==> src/rtl/logic_unit_pkg.sv <==
// Shared types and helpers for the round-robin shared logic unit.
// Opcode encoding and a reference bitwise-op function.
package logic_unit_pkg;

  localparam int MAX_W = 64;

  typedef enum logic [1:0] {
    OP_INV   = 2'd0,
    OP_AND2  = 2'd1,
    OP_NAND2 = 2'd2,
    OP_MUX2  = 2'd3
  } op_e;

  function automatic logic [MAX_W-1:0] logic_op(
    input op_e              op,
    input logic [MAX_W-1:0] a,
    input logic [MAX_W-1:0] b,
    input logic [MAX_W-1:0] c
  );
    logic [MAX_W-1:0] r;
    r = '0;
    unique case (1'b1)
      op == OP_INV:   r = ~a;
      op == OP_AND2:  r = a & b;
      op == OP_NAND2: r = ~(a & b);
      op == OP_MUX2:  r = c[0] ? b : a;
      default:        r = '0;
    endcase
    return r;
  endfunction

endpackage

==> src/rtl/logic_unit_gates.sv <==
// Bitwise gate cells used by the shared logic unit datapath.
// Inv, And2 and Nand2 over a WIDTH-bit vector.
module Inv #(
  parameter int WIDTH = 1
) (
  input  logic [WIDTH-1:0] a,
  output logic [WIDTH-1:0] y
);
  assign y = ~a;
endmodule

module And2 #(
  parameter int WIDTH = 1
) (
  input  logic [WIDTH-1:0] a,
  input  logic [WIDTH-1:0] b,
  output logic [WIDTH-1:0] y
);
  assign y = a & b;
endmodule

module Nand2 #(
  parameter int WIDTH = 1
) (
  input  logic [WIDTH-1:0] a,
  input  logic [WIDTH-1:0] b,
  output logic [WIDTH-1:0] y
);
  assign y = ~(a & b);
endmodule

==> src/rtl/logic_unit_rr_arbiter.sv <==
// Round-robin arbiter: searches valid upward from rr_ptr, wrapping.
// Pointer moves past the winner only when a grant is taken.
module logic_unit_rr_arbiter #(
  parameter  int N   = 4,
  localparam int IDW = $clog2(N)
) (
  input  logic           clk,
  input  logic           rst_n,
  input  logic [N-1:0]   valid,
  input  logic           advance,
  output logic [N-1:0]   grant,
  output logic [IDW-1:0] grant_id
);

  logic [IDW-1:0] rr_ptr;
  logic [IDW:0]   sum;
  logic [IDW-1:0] idx;
  logic           found;

  always_comb begin
    grant    = '0;
    grant_id = '0;
    found    = 1'b0;
    sum      = '0;
    idx      = '0;
    for (int k = 0; k < N; k++) begin
      sum = {1'b0, rr_ptr} + (IDW+1)'(k);
      if (sum >= (IDW+1)'(N))
        sum = sum - (IDW+1)'(N);
      idx = sum[IDW-1:0];
      if (!found && valid[idx]) begin
        found       = 1'b1;
        grant[idx]  = 1'b1;
        grant_id    = idx;
      end
    end
  end

  always_ff @(posedge clk or negedge rst_n) begin
    if (!rst_n)
      rr_ptr <= '0;
    else if (advance && found)
      rr_ptr <= (grant_id == IDW'(N-1)) ? '0
                                        : grant_id + IDW'(1);
  end

endmodule

==> src/rtl/logic_unit_arbiter.sv <==
// N requesters share one WIDTH-bit logic unit via round-robin grant.
// Single registered result stage with valid/ready back-pressure.
module logic_unit_arbiter
  import logic_unit_pkg::*;
#(
  parameter  int WIDTH = 64,
  parameter  int N     = 4,
  localparam int IDW   = $clog2(N)
) (
  input  logic               clk,
  input  logic               rst_n,
  input  logic [N-1:0]       req_valid,
  output logic [N-1:0]       req_ready,
  input  logic [2*N-1:0]     req_op,
  input  logic [WIDTH*N-1:0] req_a,
  input  logic [WIDTH*N-1:0] req_b,
  input  logic [WIDTH*N-1:0] req_c,
  output logic               rsp_valid,
  input  logic               rsp_ready,
  output logic [IDW-1:0]     rsp_id,
  output logic [WIDTH-1:0]   rsp_data
);

  logic             can_accept;
  logic             xfer;
  logic [N-1:0]     grant;
  logic [IDW-1:0]   grant_id;
  logic [WIDTH-1:0] a_sel;
  logic [WIDTH-1:0] b_sel;
  logic             c_sel;
  logic [1:0]       op_raw;
  op_e              op_sel;
  logic [WIDTH-1:0] inv_y;
  logic [WIDTH-1:0] and_y;
  logic [WIDTH-1:0] nand_y;
  logic [WIDTH-1:0] result;
  logic             unused_c;

  assign can_accept = !rsp_valid || rsp_ready;

  logic_unit_rr_arbiter #(.N(N)) u_arb (
    .clk      (clk),
    .rst_n    (rst_n),
    .valid    (req_valid),
    .advance  (can_accept),
    .grant    (grant),
    .grant_id (grant_id)
  );

  // rst_n gating keeps ready low while reset is held
  assign req_ready = grant & {N{can_accept & rst_n}};
  assign xfer      = |req_ready;

  assign a_sel  = req_a[int'(grant_id)*WIDTH +: WIDTH];
  assign b_sel  = req_b[int'(grant_id)*WIDTH +: WIDTH];
  assign c_sel  = req_c[int'(grant_id)*WIDTH];
  assign op_raw = req_op[2*int'(grant_id) +: 2];
  assign op_sel = op_e'(op_raw);

  // only bit 0 of each c operand matters
  assign unused_c = ^req_c;

  Inv #(.WIDTH(WIDTH)) u_inv (
    .a (a_sel),
    .y (inv_y)
  );

  And2 #(.WIDTH(WIDTH)) u_and2 (
    .a (a_sel),
    .b (b_sel),
    .y (and_y)
  );

  Nand2 #(.WIDTH(WIDTH)) u_nand2 (
    .a (a_sel),
    .b (b_sel),
    .y (nand_y)
  );

  always_comb begin
    result = '0;
    unique case (1'b1)
      op_sel == OP_INV:   result = inv_y;
      op_sel == OP_AND2:  result = and_y;
      op_sel == OP_NAND2: result = nand_y;
      op_sel == OP_MUX2:  result = c_sel ? b_sel : a_sel;
      default:            result = '0;
    endcase
  end

  always_ff @(posedge clk or negedge rst_n) begin
    if (!rst_n) begin
      rsp_valid <= 1'b0;
      rsp_id    <= '0;
      rsp_data  <= '0;
    end else if (xfer) begin
      rsp_valid <= 1'b1;
      rsp_id    <= grant_id;
      rsp_data  <= result;
    end else if (rsp_ready) begin
      rsp_valid <= 1'b0;
    end
  end

endmodule

==> config.mk <==
export PLATFORM = sky130hd
export DESIGN_NAME = logic_unit_arbiter
export DESIGN_NICKNAME = d
export VERILOG_FILES = /design/src/rtl/logic_unit_pkg.sv /design/src/rtl/logic_unit_gates.sv /design/src/rtl/logic_unit_rr_arbiter.sv /design/src/rtl/logic_unit_arbiter.sv
export SDC_FILE = /design/constraint.sdc
export NUM_CORES = 1
export LEC_CHECK = 0
export CORE_AREA = 2 2 334 336
export CTS_CLUSTER_SIZE = 24
export DETAILED_ROUTE_END_ITERATION = 10
export DIE_AREA = 0 0 336 338
export GPL_ROUTABILITY_DRIVEN = 0
export SLEW_MARGIN = 10
export SYNTH_ARGS = -nofsm -noshare
export SYNTH_HDL_FRONTEND = slang
export SYNTH_HIERARCHICAL = 1
export SYNTH_SLANG_ARGS = --single-unit
export TNS_END_PERCENT = 1
==> constraint.sdc <==
create_clock -name clk -period 7.5 [get_ports clk]
set_clock_uncertainty 0.2 [all_clocks]
set_input_delay 1.125 -clock clk [delete_from_list [all_inputs] [get_ports clk]]
set_output_delay 1.125 -clock clk [all_outputs]
set_load 0.1 [all_outputs]
==> flow_summary.yaml <==
clock_network:
  h-tree-depth: 3
  cts_resized: 0
  post_cts_buffers: 0
  cts_tree: "yes"
  clock_sinks: 69
  clkLatencyLatePin_ns: 0.39
  cts_buffers: 9
  clock_path_buffers: 2
  cts.clk_slew.worst_paths_ns: 0.06
  cts_root_buf: "clkbuf_16"
  hold_buffers: 0
synth:
  syn_area_um2: 9000
  synth_edf_count: 0
  ys_ff_latch: 69
  ys_types: 43
  yosysSeqAreaShare: 0.192
  synth_ff_type: "dfrtp_1"
  synthCells: 852
  syn-num-nets: 1641
  yosys_warnings: 6
  syn_avg_cell_area_um2: 10.6
  synthArstFlopShare: 1.00
die:
  initial_core_util: 0.0817
  die_y_um: 338
  num_rows: 122
  core_um2: 110000
  fp.dieW_um: 336
  die_area_um2: 114000
  ioPinCount: 854
detailed_routing:
  drtAntennaViolNets: 0
  avgViaCountPerCell: 3.40
  via_count: 9838
  wl_per_cell_um: 18.7
  first_pass_iters: 6
  drcViolationCount: 0
  routed_wl_um: 54200
  first_iter_violations: 455
global_routing:
  grt_first_pass_wirelength_um: 71500
  grt_use_total: 0.0911
  antenna_found_initial: 25
  grt_max_degree: 100
  grt_overflow: 0
  grt_pass1_vias: 9944
sta:
  hold_viol: 0
  finalSetupViolations: 0
  rsz0062_at_grt: "false"
  final.setup.tns_ns: 0
  worstMarginPinSlew_ns: 1.17
  drv_slew: 0
  max_freq_ghz: 0.168
  slew_headroom: 0.217
  period_minus_slack_ns: 5.95
  fin_hold_ws_ns: 0.273
  min_period_over_period: 0.793
power:
  p_per_area_nw_per_um2: 559
  p_leak_nw: 6.10
  ir_worst_vdd_uv: 359
critical_path:
  endpoint_kind: "primary output"
  critical_path_class: "in -> out"
  startpoint_type: "input port"
  arrival_ns: 4.62
  cp_max_fo: 11
  cp.required_ns: 6.17
finish:
  area_delta_synth_final_pct: 87.4
  nNetsFinal: 2185
  drive_gt1_frac: 0.171
  nFillCells: 12400
min_path:
  hold_path_class: "reg -> reg"
run:
  drv_cap: 0
run_status:
  status: "finished, final reports clean"
place:
  hpwl_um: 45800
  port_buffers: 601
-- stage by stage --
step / instance area, um^2 / cells / utilization / power, mW / setup WS (ns)
global placement: 16500 / 2873 / 0.150 / 9.01 / 1.32
CTS: 16800 / 2889 / 0.153 / 9.64 / 1.56
global route: 16900 / 2894 / 0.153 / 10.2 / 1.37
detailed placement: 16500 / 2873 / 0.150 / 9.10 / 1.26
finish: 16900 / 2895 / 0.153 / 9.43 / 1.55
floorplan: 9000 / 852 / - / 6.96 / 3.07
-- registers in the layout, summed over array words and instances (netlist names), named ones only --
| register | cells |
|---|---|
| rsp_id | 2 |
| rsp_data | 64 |
| rsp_valid | 1 |
| u_arb/rr_ptr | 1 |
-- routing by layer --
layer	global-route usage	wire, um	up-vias
met3	0.0638	9100	69
met5	0	111	-
met1	0.0962	19700	4722
met4	0.0370	1840	16
met2	0.140	23500	539
li1	-	-	4492
-- synth_stat cells (8+ instances only) --
cell / number / area (um^2)
nand2_1: 139 / 522
a32oi_1: 17 / 149
a222oi_1: 46 / 460
mux2i_1: 52 / 521
buf_6: 12 / 135
dfrtp_1: 69 / 1730
buf_2: 28 / 140
nand3_1: 37 / 185
mux4_2: 134 / 3020
o221ai_1: 46 / 403
a22oi_1: 8 / 60.1
clkbuf_1: 34 / 128
inv_1: 68 / 255
and2_1: 65 / 407
mux2_2: 35 / 394
-- layout by cell type (no fill, tap or decap), types with 35 or more instances in the layout --
master,instances
nand3_1,36
a222oi_1,46
and2_1,65
mux2i_1,52
nand2_1,138
inv_1,68
clkdlybuf4s50_1,571
mux2_2,35
buf_4,37
o221ai_1,46
mux4_2,133
dfrtp_1,69
-- cell type report --
| cell class | instances | area [um^2] | area share |
|---|---|---|---|
| Sequential cell | 69 | 1730 | 0.102 |
| Multi-Input combinational cell | 631 | 6590 | 0.391 |
| Antenna cell | 6 | 15.0 | 0.000890 |
| Timing Repair Buffer | 616 | 6110 | 0.362 |
| Clock buffer | 10 | 239 | 0.0142 |
| Inverter | 69 | 259 | 0.0154 |
| Clock inverter | 6 | 62.6 | 0.00371 |
| Tap cell | 1488 | 1860 | 0.110 |
-- power by group --
group / switching [mW] / leakage (nW) / internal, mW
logic: 4.92 / 5.09 / 3.34
clock network: 0.219 / 0.152 / 0.266
registers: 0.115 / 0.860 / 0.577
total: 5.25 / 6.10 / 4.18
-- worst max-delay path, cell delays in order --
cell and delay (ns):
clkdlybuf4s50_1 0.55, mux4_1 0.73, or2_1 0.31, nor2_1 0.25, a22oi_1 0.11, o21ai_0 0.15, and3_1 0.21, clkdlybuf4s50_1 1.17
-- cell families after synthesis --
logic type | after synthesis | synth area share
buf+inv | 152 | 0.0793
xor+xnor | 1 | 0.000974
flops | 69 | 0.192
mux | 224 | 0.446
fa+ha+maj | 6 | 0.00834
simple gates | 266 | 0.142
compound gates | 134 | 0.132
-- path summary, 6_finish.rpt --
path	start	to	slack [ns]	cells after the start
setup / recovery	req_valid[2]	req_ready[1]	1.55	8
hold / removal	rsp_id[0]	rsp_id[0]	0.27	2
setup reg to reg	register	rsp_data[50]	1.92	11
hold reg to reg	rsp_id[0]	rsp_id[0]	0.27	2
max in group asynchronous	rst_n	rsp_data[51]	5.56	2
min in group asynchronous	rst_n	rsp_data[57]	0.52	1
Note: power is estimated with default switching activity, not from simulation.
